===== config.mk =====
export PLATFORM = sky130hd
export DESIGN_NAME = fetch_unit
export DESIGN_NICKNAME = d
export VERILOG_FILES = /design/src/rtl/fetch_unit.sv
export SDC_FILE = /design/constraint.sdc
export NUM_CORES = 1
export LEC_CHECK = 0
export BUFFER_PORTS_ARGS = -buffer_cell sky130_fd_sc_hd__clkbuf_2
export CAP_MARGIN = 20
export CORE_UTILIZATION = 53
export DETAILED_ROUTE_END_ITERATION = 12
export PLACE_DENSITY = 0.81
export SYNTH_ARGS = -nofsm -noshare
export SYNTH_HDL_FRONTEND = slang
export SYNTH_SLANG_ARGS = --single-unit

===== constraint.sdc =====
create_clock -name Clk -period 2.7 [get_ports Clk]
set_input_delay 0.54 -clock Clk [delete_from_list [all_inputs] [get_ports Clk]]
set_output_delay 0.54 -clock Clk [all_outputs]
set_load 0.01 [all_outputs]

===== src/rtl/fetch_unit.sv =====
// fetch_unit: instruction-fetch stage. Holds the PC, fetches words over an
// enable/MOC handshake and presents one instruction at a time to decode.
// Optional feature macro: FETCH_TIMEOUT_EN (fetch timeout with fetch_err pulse).
module fetch_unit #(
   parameter int unsigned          ADDR_W    = 32,
   parameter int unsigned          INSTR_W   = 32,
   parameter logic [ADDR_W-1:0]    RESET_VEC = '0,
   parameter int unsigned          MAX_WAIT  = 15
) (
   input  logic               Clk,
   input  logic               Reset_n,
   input  logic               stall,
   input  logic               redirect,
   input  logic [ADDR_W-1:0]  redirect_target,
   output logic               mem_en,
   output logic [ADDR_W-1:0]  mem_addr,
   input  logic [INSTR_W-1:0] mem_rdata,
   input  logic               MOC,
   output logic [INSTR_W-1:0] Instruction,
   output logic               instr_valid,
   output logic [ADDR_W-1:0]  PC,
   output logic               fetch_err
);

   typedef enum logic [1:0] {IDLE, FETCH, VALID} state_t;

   state_t            state;
   logic [ADDR_W-1:0] target_aligned;
   logic [ADDR_W-1:0] pc_inc;

   // Elaboration-time parameter sanity checks
   if (INSTR_W != 32) begin : g_bad_instr_w
      $error("fetch_unit: INSTR_W must be 32");
   end
   if (ADDR_W < 3) begin : g_bad_addr_w
      $error("fetch_unit: ADDR_W must be at least 3");
   end
   if (RESET_VEC[1:0] != 2'b00) begin : g_bad_reset_vec
      $error("fetch_unit: RESET_VEC must be word aligned");
   end
   if (MAX_WAIT < 1) begin : g_bad_max_wait
      $error("fetch_unit: MAX_WAIT must be at least 1");
   end

   // Word-aligned redirect target and sequential next PC (wraps silently)
   always_comb begin
      target_aligned = redirect_target & ~ADDR_W'(3);
      pc_inc         = PC + ADDR_W'(4);
   end

`ifdef FETCH_TIMEOUT_EN
   localparam int unsigned CNT_W = (MAX_WAIT < 1) ? 1 : $clog2(MAX_WAIT + 1);
   logic [CNT_W-1:0] wait_cnt;
`else
   assign fetch_err = 1'b0;
`endif

   // Fetch FSM with registered handshake and decode-side outputs
   always_ff @(posedge Clk or negedge Reset_n) begin
      if (!Reset_n) begin
         state       <= IDLE;
         PC          <= RESET_VEC;
         Instruction <= '0;
         instr_valid <= 1'b0;
         mem_en      <= 1'b0;
         mem_addr    <= RESET_VEC;
`ifdef FETCH_TIMEOUT_EN
         fetch_err   <= 1'b0;
         wait_cnt    <= '0;
`endif
      end else begin
`ifdef FETCH_TIMEOUT_EN
         fetch_err <= 1'b0;
`endif
         case (state)
            IDLE: begin
               state    <= FETCH;
               mem_en   <= 1'b1;
               mem_addr <= PC;
            end
            FETCH: begin
               if (redirect) begin
                  // Redirect beats a same-cycle MOC; its data is dropped
                  state    <= IDLE;
                  PC       <= target_aligned;
                  mem_addr <= target_aligned;
                  mem_en   <= 1'b0;
`ifdef FETCH_TIMEOUT_EN
                  wait_cnt <= '0;
`endif
               end else if (MOC) begin
                  state       <= VALID;
                  Instruction <= mem_rdata;
                  instr_valid <= 1'b1;
                  mem_en      <= 1'b0;
`ifdef FETCH_TIMEOUT_EN
                  wait_cnt    <= '0;
`endif
               end
`ifdef FETCH_TIMEOUT_EN
               else if (wait_cnt == CNT_W'(MAX_WAIT - 1)) begin
                  // Give up and re-request the same PC after an IDLE bubble
                  state     <= IDLE;
                  mem_en    <= 1'b0;
                  fetch_err <= 1'b1;
                  wait_cnt  <= '0;
               end else begin
                  wait_cnt <= wait_cnt + CNT_W'(1);
               end
`endif
            end
            VALID: begin
               if (redirect) begin
                  state       <= FETCH;
                  PC          <= target_aligned;
                  mem_addr    <= target_aligned;
                  mem_en      <= 1'b1;
                  instr_valid <= 1'b0;
               end else if (!stall) begin
                  state       <= FETCH;
                  PC          <= pc_inc;
                  mem_addr    <= pc_inc;
                  mem_en      <= 1'b1;
                  instr_valid <= 1'b0;
               end
            end
            default: begin
               state       <= IDLE;
               mem_en      <= 1'b0;
               instr_valid <= 1'b0;
            end
         endcase
      end
   end

endmodule


==> impl.org, run 1 <==
** Detailed routing
- Number of antenna-violating nets in the routed design :: 0
- Before antenna repair, the detailed router went through 6 iterations.
- Met2 wire length :: 7954 um
- For this block, the initial DRC count from the detailed router was 469.
- For this run, design rule violations remaining after detail routing come to 0.
- Via density per instance :: 6.238
- Vias :: 5770
- Met3 wirelength from detailed routing :: 1569 um
- After detailed routing, the total wire length is 16590 um.
- For this block, wires on met1 add up to 6605 um.
- Final routed wire length divided by cell count :: 17.93 um
- Signal routing reaches up to met4.

** Layout
- In the final layout, the share of cells above drive strength 1 is 33.33%.
- Cells fill 66.63% of the core in the end.
- Post-route cell area :: 0.006972 mm^2
- Compared with the post-synthesis result, the final layout area differs by 20.35%.
- 0 antenna diodes ended up in the layout.
- Post-layout net count :: 858

** Floorplanning
- Die width :: 106.6 um
- Initial cell density of the core :: 55.37%
- The die covers 0.01135 mm^2.
- The core region is 0.01046 mm^2.
- The initialized floorplan defines 37 standard-cell rows.
- Die span in y :: 106.6 um
- # IOs :: 168

** Clocking
- Clock-pin slew was measured on the worst setup and hold paths at 0.10 ns.
- No sink is reached through more buffers than the 2 on the longest clock path.
- Clock latency on the worst-skew pair, taken at its later pin, is 0.38 ns.
- Root Buffer :: sky130_fd_sc_hd__clkbuf_8
- Number of hold buffers added after cts :: 0
- The H-tree was split into 3 levels.
- Clock tree synthesis found a total of 100 sinks.
- Number of buffers added by the clock tree synthesis step :: 9
- Gates resized during post-CTS repair numbered 0.
- TritonCTS built the clock tree.
- In this run the post-CTS setup repair buffer count came out at 0.

** Synthesis
- By area the synthesized netlist is led by sky130_fd_sc_hd__dfrtp_1, sky130_fd_sc_hd__mux2_2, sky130_fd_sc_hd__o21ai_0, sky130_fd_sc_hd__nand2_1, sky130_fd_sc_hd__a21oi_1.
- The most used flip-flop cell after synthesis is sky130_fd_sc_hd__dfrtp_1.
- Mean Syn Cell Area :: 9.023 um^2
- Counting instances in the post-synthesis netlist gives the leading cell types as sky130_fd_sc_hd__dfrtp_1, sky130_fd_sc_hd__nand2_1, sky130_fd_sc_hd__o21ai_0.
- For this run, the number of Yosys warnings is 0.
- Number of synthesized register bits :: 100
- Count of cell types in the netlist :: 60
- Post-synth EDFFs :: 0
- Among all cell types in the netlist, the one instantiated most often is sky130_fd_sc_hd__dfrtp_1.
- The share of the Yosys chip area taken by registers is 43.20%.
- Of all cell types, the one taking the most synthesized area is sky130_fd_sc_hd__dfrtp_1.
- Of all flip-flops after synthesis, the portion carrying an async set or reset was 100.0%.
- Synthesis produced a netlist whose cell count is 642.
- Synthesized net count :: 716
- After synthesis, the largest area contributor takes up 43.20% of total cell area.
- After synthesis the cells add up to 0.005793 mm^2.

** Run
- Max-cap violations in this run came to 0.

** Setup path
- Slowest-stage cell, CP :: sky130_fd_sc_hd__or4_1
- For this run, the slowest stage of the critical path takes 0.58 ns.
- Startpoint-to-endpoint class of the critical path :: flop to flop
- Cell breakdown of the critical path :: ha_1 -> and3_1 -> nand4_4 -> or4_1 -> a31o_1 -> a41oi_2
- The worst setup path is captured at a flop.
- Worst endpoint data arrival time :: 2.79 ns
- Data required time of the worst path :: 3.00 ns
- STA classifies the critical path startpoint as a flop.
- Of all nets on the critical path, the largest fanout is 15.

** Placement
- The wire-length estimate of the detail-placed layout is 11810 um.
- At the end of routability-driven placement, the weighted congestion stood at 0.8665.
- Placed cell area :: 0.006748 mm^2
- In this run the tool buffered the top-level ports with 164 buffer cells.

** Global routing
- Entering global routing, the biggest net connects 59 pins.
- Antenna violations before repair :: 0
- Global routing used 30.11% of the available tracks across all layers.
- Total congestion overflow :: 0
- Wire length of the first global-routing pass :: 26990 um
- Vias in the first global route :: 5611

** Timing
- RSZ-0062 raised after global routing :: no
- Final setup TNS :: 0 ns
- Fmax :: 401.8 MHz
- Final slew viol count :: 0
- The number of endpoints with negative hold slack in the final report was 0.
- Setup violations remaining at the end of the flow were counted as 0.
- The routed design could run at a clock period as short as 2.489 ns.
- Relative max-transition margin :: 41.18%
- In the finished design, the share of the clock period the worst path needs comes to 92.19%.
- Transition time at the pin with the least slew margin :: 0.8822 ns
- On the final layout, the worst clock skew is 0.01202 ns.

** Pwr
- Pwr Density :: 1167 mW/mm^2
- Overall power consumption :: 8139 uW
- IR drop worst, VDD :: 0.5565 mV
- In this run the static leakage power is 0.003195 uW.

** Status
- Result of the run :: finished clean

** Min path
- Type of the most critical hold path :: input pin to async pin
-- layer usage --
| metal | vias up | GRT usage [%] |
|---|---|---|
| li1 | 2633 | - |
| met1 | 2737 | 37.95 |
| met2 | 354 | 49.17 |
| met3 | 46 | 5.886 |
| met4 | 0 | 15.56 |
| met5 | - | 0 |
-- logic make-up (layout without fill, tap and decap cells) --
group | Yosys count | in the layout | share of synthesized area [%]
AOI/OAI and AO/OA | 212 | 212 | 23.59
xor gates and xnor gates | 5 | 5 | 0.7561
buffers and inverters | 73 | 220 | 5.486
DFF | 100 | 100 | 43.20
muxes | 39 | 39 | 7.473
other | 1 | 1 | 0.06473
adders and majority gates | 5 | 5 | 1.080
and+or+nand+nor | 207 | 207 | 18.36
-- where the power goes --
group | internal (uW) | switching [uW] | leakage [uW]
Sequential | 2220 | 746 | 0.00119
Combinational | 1720 | 2370 | 0.00189
Clock | 528 | 554 | 0.000107
Total | 4470 | 3670 | 0.00320
-- layout by cell type, fill, tap and decap left out, types with 6 or more instances in the layout --
cell	count
sky130_fd_sc_hd__clkbuf_2	163
sky130_fd_sc_hd__dfrtp_1	100
sky130_fd_sc_hd__nand2_1	78
sky130_fd_sc_hd__o21ai_0	64
sky130_fd_sc_hd__a21oi_1	52
sky130_fd_sc_hd__nor2_1	40
sky130_fd_sc_hd__mux2_2	34
sky130_fd_sc_hd__buf_4	27
sky130_fd_sc_hd__nand3_1	16
sky130_fd_sc_hd__or3_1	14
sky130_fd_sc_hd__inv_1	12
sky130_fd_sc_hd__a31oi_1	11
sky130_fd_sc_hd__and3_1	10
sky130_fd_sc_hd__nor3_1	10
sky130_fd_sc_hd__o31ai_1	9
sky130_fd_sc_hd__a221oi_1	9
sky130_fd_sc_hd__clkbuf_8	9
sky130_fd_sc_hd__nand4_1	8
sky130_fd_sc_hd__o22ai_1	8
sky130_fd_sc_hd__and4_1	6
sky130_fd_sc_hd__a21o_1	6
-- layout make-up --
class,instances,area (um^2)
Clock inverter,7,100.1
Tap cell,136,170.2
Timing Repair Buffer,191,1039
Multi-Input combinational cell,469,2988
Fill cell,871,3491
Inverter,13,48.80
Sequential cell,100,2502
Clock buffer,9,123.9
-- through the flow --
step                setup WS, ns  hold slack, ns  instances
global route             0.07902          0.2806        925
floorplan                 0.5485          0.2444        642
finish                    0.2110          0.2249        925
CTS                       0.2368          0.2586        925
detailed placement        0.2499          0.4635        909
global placement          0.3355          0.4534        909
-- final timing paths --
path                                    startpoint                    endpoint  slack [ns]  cells past startpoint
min reg2reg                mem_addr[0]$_DFFE_PN0P_     mem_addr[0]$_DFFE_PN0P_        0.48                      2
min in group Clk                      mem_rdata[8]  Instruction[8]$_DFFE_PN0P_        0.39                      2
max reg2reg                      PC[2]$_DFFE_PN0P_    mem_addr[26]$_DFFE_PN0P_        0.21                      6
min                                        Reset_n     mem_addr[9]$_DFFE_PN0P_        0.22                      1
max                              PC[2]$_DFFE_PN0P_    mem_addr[26]$_DFFE_PN0P_        0.21                      6
max in group asynchronous                  Reset_n           PC[4]$_DFFE_PN0P_        1.71                      2
-- flip-flops by register name, indices dropped and copies added (netlist names) --
register / cells
instr_valid: 1
PC: 32
mem_addr: 32
Instruction: 32
mem_en: 1
state: 2
-- critical path, delay by kind of cell, from the launching register on --
kind,cells,cell delay [ns]
AO/OA/AOI/OAI,2,0.42
adder cells (fa/ha/maj),1,0.29
AND/OR/NAND/NOR,3,1.19
flip-flops,1,0.50
(Power assumes the default switching activity.)
==> inputs of run 2 (changes only) <==
- CORE_UTILIZATION: 53 -> 54
- CTS_BUF_LIST: default -> sky130_fd_sc_hd__clkbuf_2
- PLACE_DENSITY: 0.81 -> 0.83
==> run 2 against run 1 <==
  * Global-route usage up 0.23 points
  * Utilization grew 0.24 points
  * Via count increased by 0.42%
  * Sequential power about the same
  * Routed wire length down 0.24%
  * Total power fell by 1.9%
  * Final cell count up 0.11%
  * Die area decreased by 1.8%
  * Count of clock-buffer cells in the layout did not move
  * Hold slack got worse by 0.081 ns
  * First-iteration DRC count grew 14%
  * Fmax grew 2.8%
  * Largest cell class unchanged
==> impl.org, run 2 (synthesized netlist as in run 1, its figures left out) <==
** Detailed routing
- Before antenna repair, the detailed router went through 6 iterations.
- First-iteration detailed-routing DRC count :: 535
- The routed design has 16550 um of wire.
- Vias :: 5794
- Via density per instance :: 6.257
- In the routed design, unresolved DRC markers number 0.
- In the final routed layout, each cell accounts on average for 17.87 um.
- In this run the remaining antenna-violating nets after routing total 0.

** Min path
- The min-delay analysis places its worst path in the category input pin to flop.

** Timing
- Based on the critical path, the design can be clocked at up to 413.1 MHz.
- Clock skew on the completed layout was measured at 0.04614 ns.
- Part of the cycle the worst path needs :: 89.66%
- Final setup TNS :: 0 ns
- The number of endpoints with negative hold slack in the final report was 0.
- Final slew viol count :: 0
- Headroom to the max-slew limit came out at 57.00%.
- Setup repair after global routing left no endpoint under its margin.
- Setup violations remaining at the end of the flow were counted as 0.
- Crit path time final :: 2.421 ns
- For the pin with the worst max-slew slack, the measured transition is 0.6443 ns.
- Final hold analysis gives a worst-case slack of 0.1440 ns.

** Setup path
- Along the worst path, the maximum fanout reaches 14.
- Among all stages on the critical path, the largest delay is contributed by sky130_fd_sc_hd__or4_1.
- Dominant delay contributor by cell family on the critical path :: simple AND/OR/NAND/NOR gates
- The critical path goes through and4_1 -> nand3_2 -> or4_1 -> a31o_1 -> a41oi_2.
- Data required time of the worst path :: 3.25 ns
- Total buffers and inverters traversed by the critical path :: 0
- STA classifies the critical path endpoint as a flop.
- For the worst setup path, the data arrival time is 2.97 ns.
- Slowest stage delay, CP :: 0.60 ns
- STA classifies the critical path startpoint as a flop.
- The worst setup path is of the flop to flop kind.

** Floorplanning
- Count of standard-cell rows :: 37
- Die Outline Area :: 0.01115 mm^2
- # IOs :: 168
- In this run the standard cell core region covers 0.01037 mm^2.
- The die is 105.6 um wide.
- Initial cell density of the core :: 55.86%
- Die span in y :: 105.6 um

** Clocking
- For this design, the sink count on the clock tree is 100.
- Post-CTS Setup Bufs :: 0
- The tree is rooted in a sky130_fd_sc_hd__clkbuf_2.
- The H-tree generated during clock tree synthesis spans 3 levels.
- After clock tree synthesis, the flow added hold-fix buffers numbering 1.
- Clock-pin slew was measured on the worst setup and hold paths at 0.29 ns.
- Counting along the longest clock path gives a buffer depth of 2.
- Later-pin clock latency in the skew report :: 0.60 ns
- TritonCTS built the clock tree.
- Clock tree synthesis inserted a total of 9 buffers.
- Post_cts resized :: 0

** Layout
- Syn-to-layout area delta :: 19.72%
- The finished cells cover 0.006935 mm^2.
- Cells with a size suffix above 1 make up 33.29% of the layout.
- Most frequent standard cell in the layout excluding fill and tap cells :: sky130_fd_sc_hd__clkbuf_2
- After filler insertion, the fill cell instance count of the layout stands at 842.
- The largest registers in the layout are Instruction (32), PC (32), mem_addr (32).
- ANT cells :: 0
- Leading cell types in the layout, fill and taps excluded :: sky130_fd_sc_hd__clkbuf_2, sky130_fd_sc_hd__dfrtp_1, sky130_fd_sc_hd__nand2_1, sky130_fd_sc_hd__o21ai_0, sky130_fd_sc_hd__a21oi_1
- Post-layout net count :: 859

** Global routing
- For this run the aggregate overflow at the end of global routing stands at 0.
- Antenna violations before repair :: 0
- Vias in the first global route :: 5529
- Maximum number of pins on one net before global-route repair :: 45
- Wire length of the first global-routing pass :: 26880 um
- Combined global-route utilization of all metal layers :: 30.34%

** Run
- Across the run, the number of max-cap violations was 0.

** Status
- The run finished with clean final reports.

** Pwr
- Power spread over the standard cell area amounts to 1152 mW/mm^2.
- IR drop worst, VDD :: 0.6322 mV
- In this run the static leakage power is 0.003187 uW.

** Placement
- In this run the tool buffered the top-level ports with 164 buffer cells.
- Detail Placement HPWL :: 11600 um
- Placed cell area :: 0.006760 mm^2
- Final estimated routing congestion in global placement :: 0.8603
[run 2: changes by cell type in the layout (fill, tap and decap cells not counted), sizes merged]
cell,delta
clkinv,-1
clkinvlp,-1
dlygate4sd3,+1
bufinv,+1
inv,+1
[run 2: metal layers]
layer  part of all wire [%]  vias to the layer above  global-route usage, %
li1                       -                     2648                      -
met1                     41                     2728                  40.64
met2                     46                      371                  47.84
met3                     10                       47                  6.494
met4                    2.7                        0                  12.80
met5                      0                        -                      0
[run 2: metrics by stage]
| stage | setup slack, ns | util, % | total power, uW | cells |
|---|---|---|---|---|
| after global routing | 0.1343 | 66.88 | 8549 | 926 |
| after global placement | 0.4190 | 65.19 | 6807 | 909 |
| final | 0.2792 | 66.88 | 7988 | 926 |
| after detailed placement | 0.3300 | 65.19 | 7016 | 909 |
| after CTS | 0.3110 | 66.88 | 7960 | 926 |
| after floorplan | 0.5485 | - | 5473 | 642 |
[run 2: power breakdown]
group | leakage (uW) | internal, uW | switching (uW) | total [uW]
combinational | 0.00190 | 1720 | 2390 | 4110
clock | 0.0000929 | 403 | 538 | 942
sequential | 0.00119 | 2210 | 726 | 2940
total | 0.00319 | 4340 | 3650 | 7990
[run 2: area by class of cell]
class	instances	area, um^2	share of cell area [%]
multi-input combinational	469	2988	43.08
sequential	100	2502	36.08
timing repair buffer	192	1061	15.30
tap	136	170.2	2.454
clock inverter	7	120.1	1.732
inverter	13	48.80	0.7036
clock buffer	9	45.04	0.6495
[run 2: worst paths after layout]
| path | startpoint | endpoint | slack (ns) | cells after the start |
|---|---|---|---|---|
| min in group asynchronous | Reset_n | PC[18]$_DFFE_PN0P_ | 0.45 | 2 |
| hold reg to reg | mem_addr[9]$_DFFE_PN0P_ | mem_addr[9]$_DFFE_PN0P_ | 0.52 | 2 |
| setup reg to reg | PC[15]$_DFFE_PN0P_ | mem_addr[26]$_DFFE_PN0P_ | 0.28 | 5 |
| hold / removal | mem_rdata[1] | Instruction[1]$_DFFE_PN0P_ | 0.14 | 2 |
| max in group asynchronous | Reset_n | PC[12]$_DFFE_PN0P_ | 1.55 | 3 |
| setup / recovery | PC[15]$_DFFE_PN0P_ | mem_addr[26]$_DFFE_PN0P_ | 0.28 | 5 |
==> inputs of run 3 (changes only) <==
- CORE_UTILIZATION: 54 -> 50
- PLACE_DENSITY: 0.83 -> 0.77
- SETUP_SLACK_MARGIN: default -> 0.3
- SKIP_CTS_REPAIR_TIMING: default -> 1
==> run 3 against run 2 <==
  * Critical path type unchanged
  * Setup slack gained 0.10 ns
  * Clock skew fell by 0.021 ns
  * Sequential share of layout area down 0.47 points
  * Routed wire length grew 6.0%
  * Via count rose by 0.86%
  * Die area up 7.8%
  * Combinational power up 3%
  * Fmax up 4.5%
  * Total power rose by 1.7%
==> impl.org, run 3 (synthesized netlist as in run 1, its figures left out) <==
** Status
- The flow ran to the end, and the final reports show no timing, DRC or antenna violations.

** Clocking
- Clock slew seen by the registers of the worst setup and hold paths :: 0.28 ns
- TritonCTS built the clock tree.
- Number of buffers added by the clock tree synthesis step :: 9
- Number of buffers between clock root and the deepest sink :: 2
- CTS HTree Levels :: 3
- Counting every sink on the clock net gives 100.
- Root Buffer :: sky130_fd_sc_hd__clkbuf_2
- Later-pin clock latency in the skew report :: 0.62 ns

** Setup path
- Startpoint-to-endpoint class of the critical path :: flop to flop
- The worst setup path is captured at a flop.
- STA classifies the critical path startpoint as a flop.
- For the worst setup path, the data arrival time is 2.88 ns.
- Data required time of the worst path :: 3.26 ns
- Reg-to-reg critical path startpoint :: PC[2]$_DFFE_PN0P_
- CP startpoint :: PC[2]$_DFFE_PN0P_
- Setup slack of the worst register-to-register path :: 0.38 ns
- Highest fanout seen on the critical path :: 8
- The worst register-to-register path ends at mem_addr[16]$_DFFE_PN0P_.
- For the worst flop-to-flop path, the logic depth is 7.

** Timing
- Final slew viol count :: 0
- For the pin with the worst max-slew slack, the measured transition is 0.6523 ns.
- Of the available clock period, the critical path in the final layout requires 85.81%.
- Setup repair after global routing left no endpoint under its margin.
- Relative max-transition margin :: 56.51%
- Number of setup violations in the final report :: 0
- Across the routed clock network, the largest skew measured is 0.02466 ns.
- Fmax :: 431.6 MHz
- Final setup TNS :: 0 ns
- Fin. Hold Viols :: 0
- Crit path time final :: 2.317 ns

** Pwr
- Pint :: 4400 uW
- The worst-case IR drop observed on VDD is 0.6145 mV.
- Net switching is 45.82% of the power.
- Leak pwr :: 0.003243 uW
- Relative contribution of combinational cells to total power :: 52.1%
- In this run the power density over the cells is 1155 mW/mm^2.
- Of the total power, registers draw 36.3%.
- Sw power :: 3722 uW
- The share of total power dissipated in the clock network is 11.6%.

** Floorplanning
- The floorplan step defined a die boundary enclosing 0.01202 mm^2.
- In this run the horizontal extent of the chip is 109.6 um.
- After floorplanning, the core was sized to cover 0.01108 mm^2.
- Initial cell density of the core :: 52.29%
- Count of standard-cell rows :: 38
- Die span in y :: 109.6 um
- # IOs :: 168

** Min path
- The worst hold path begins at mem_rdata[10].
- Hold Crit Endpoint :: Instruction[10]$_DFFE_PN0P_
- The tightest min-delay check is of the input pin to flop type.
- Along the worst hold path, the cell count comes to 2.

** Layout
- Final Instance Count excl. Fillers :: 940
- After filler insertion, the fill cell instance count of the layout stands at 919.
- Leading cell types in the layout, fill and taps excluded :: sky130_fd_sc_hd__clkbuf_2, sky130_fd_sc_hd__dfrtp_1, sky130_fd_sc_hd__nand2_1, sky130_fd_sc_hd__o21ai_0, sky130_fd_sc_hd__a21oi_1
- From synthesis to final layout, the design area changed by 21.40%.
- ANT cells :: 0
- Share of cells above drive strength 1 :: 34.88%
- The library cell used most frequently in the layout, excluding fill and tap cells, is sky130_fd_sc_hd__clkbuf_2.
- For this run, the post-layout net count is 869.
- In the final layout, the registers with the most flip-flops are Instruction (32), PC (32), mem_addr (32).

** Detailed routing
- After detailed routing, the number of remaining DRC violations is 0.
- The routed design has 17540 um of wire.
- Final routed wire length divided by cell count :: 18.66 um
- The count of nets left with antenna violations once routing finished came out at 0.
- Vias :: 5844
- First-iteration detailed-routing DRC count :: 553
- The first detailed-routing pass ran for 6 iterations.
- After detailed routing, the number of vias per cell comes to 6.217.

** Placement
- Once detailed placement completed, the half-perimeter wirelength came to 12020 um.
- Post-Place Cells :: 914
- At the end of routability-driven placement, the weighted congestion stood at 0.8446.
- The count of buffers added on input and output ports is 164.

** Global routing
- Entering global routing, the biggest net connects 54 pins.
- The number of antenna violations at the first check in global routing was 0.
- Summed over all layers, the global routing overflow is 0.
- Across every metal layer, demand over resource in global routing totals 29.59%.
- Wire length of the first global-routing pass :: 27120 um
- Vias in the first global route :: 5518

** Run
- Max-cap violations in this run came to 0.
[run 3: cell type report]
type / instances / area [um^2] / area share [%]
Multi-Input combinational cell: 470 / 3017 / 42.89
Sequential cell: 100 / 2505 / 35.62
Timing Repair Buffer: 201 / 1129 / 16.05
Tap cell: 140 / 175.2 / 2.491
Clock inverter: 7 / 113.9 / 1.619
Inverter: 13 / 48.80 / 0.6938
Clock buffer: 9 / 45.04 / 0.6405
[run 3: power groups by stage]
stage	registers, uW	logic, uW	clock network (uW)
final	2950	4230	942
after global routing	3050	4630	1020
after CTS	2920	4150	954
after detailed placement	2950	4140	0
after global placement	2900	3980	0
after floorplan	3060	2410	0
[run 3: worst max path at each step]
stage          cells past startpoint  slack, ns                  endpoint
2_1_floorplan                      7       0.55  mem_addr[30]$_DFFE_PN0P_
3_3_place_gp                       6       0.34  mem_addr[30]$_DFFE_PN0P_
3_5_place_dp                       6       0.27  mem_addr[24]$_DFFE_PN0P_
4_1_cts                            6       0.21  mem_addr[24]$_DFFE_PN0P_
5_1_grt                            7       0.31  mem_addr[16]$_DFFE_PN0P_
6_report                           7       0.38  mem_addr[16]$_DFFE_PN0P_
[run 3: through the flow]
stage	power (uW)	setup slack, ns	cell area (um^2)	utilization (%)	hold slack (ns)
after floorplan	5473	0.5485	5793	-	0.2444
after global placement	6880	0.3424	6760	61.02	0.4537
after detailed placement	7089	0.2653	6760	61.02	0.4550
after CTS	8030	0.2136	6919	62.46	-0.1072
after global routing	8698	0.3064	7033	63.49	0.06788
final	8122	0.3831	7033	63.49	0.1217
[run 3: per-layer routing]
metal	global-route usage, %	part of all wire, %	vias to the layer above
met4	14.48	2.4	0
li1	-	-	2666
met2	48.20	47	331
met5	0	0	-
met3	5.868	9.4	41
met1	37.59	41	2806
[run 3: worst max-delay path, stage by stage (launching register included)]
cell	delay, ns
sky130_fd_sc_hd__dfrtp_2	0.49
sky130_fd_sc_hd__ha_2	0.26
sky130_fd_sc_hd__and3_2	0.29
sky130_fd_sc_hd__nand4_4	0.22
sky130_fd_sc_hd__buf_12	0.21
sky130_fd_sc_hd__or3_1	0.33
sky130_fd_sc_hd__a31o_2	0.25
sky130_fd_sc_hd__a41oi_1	0.20
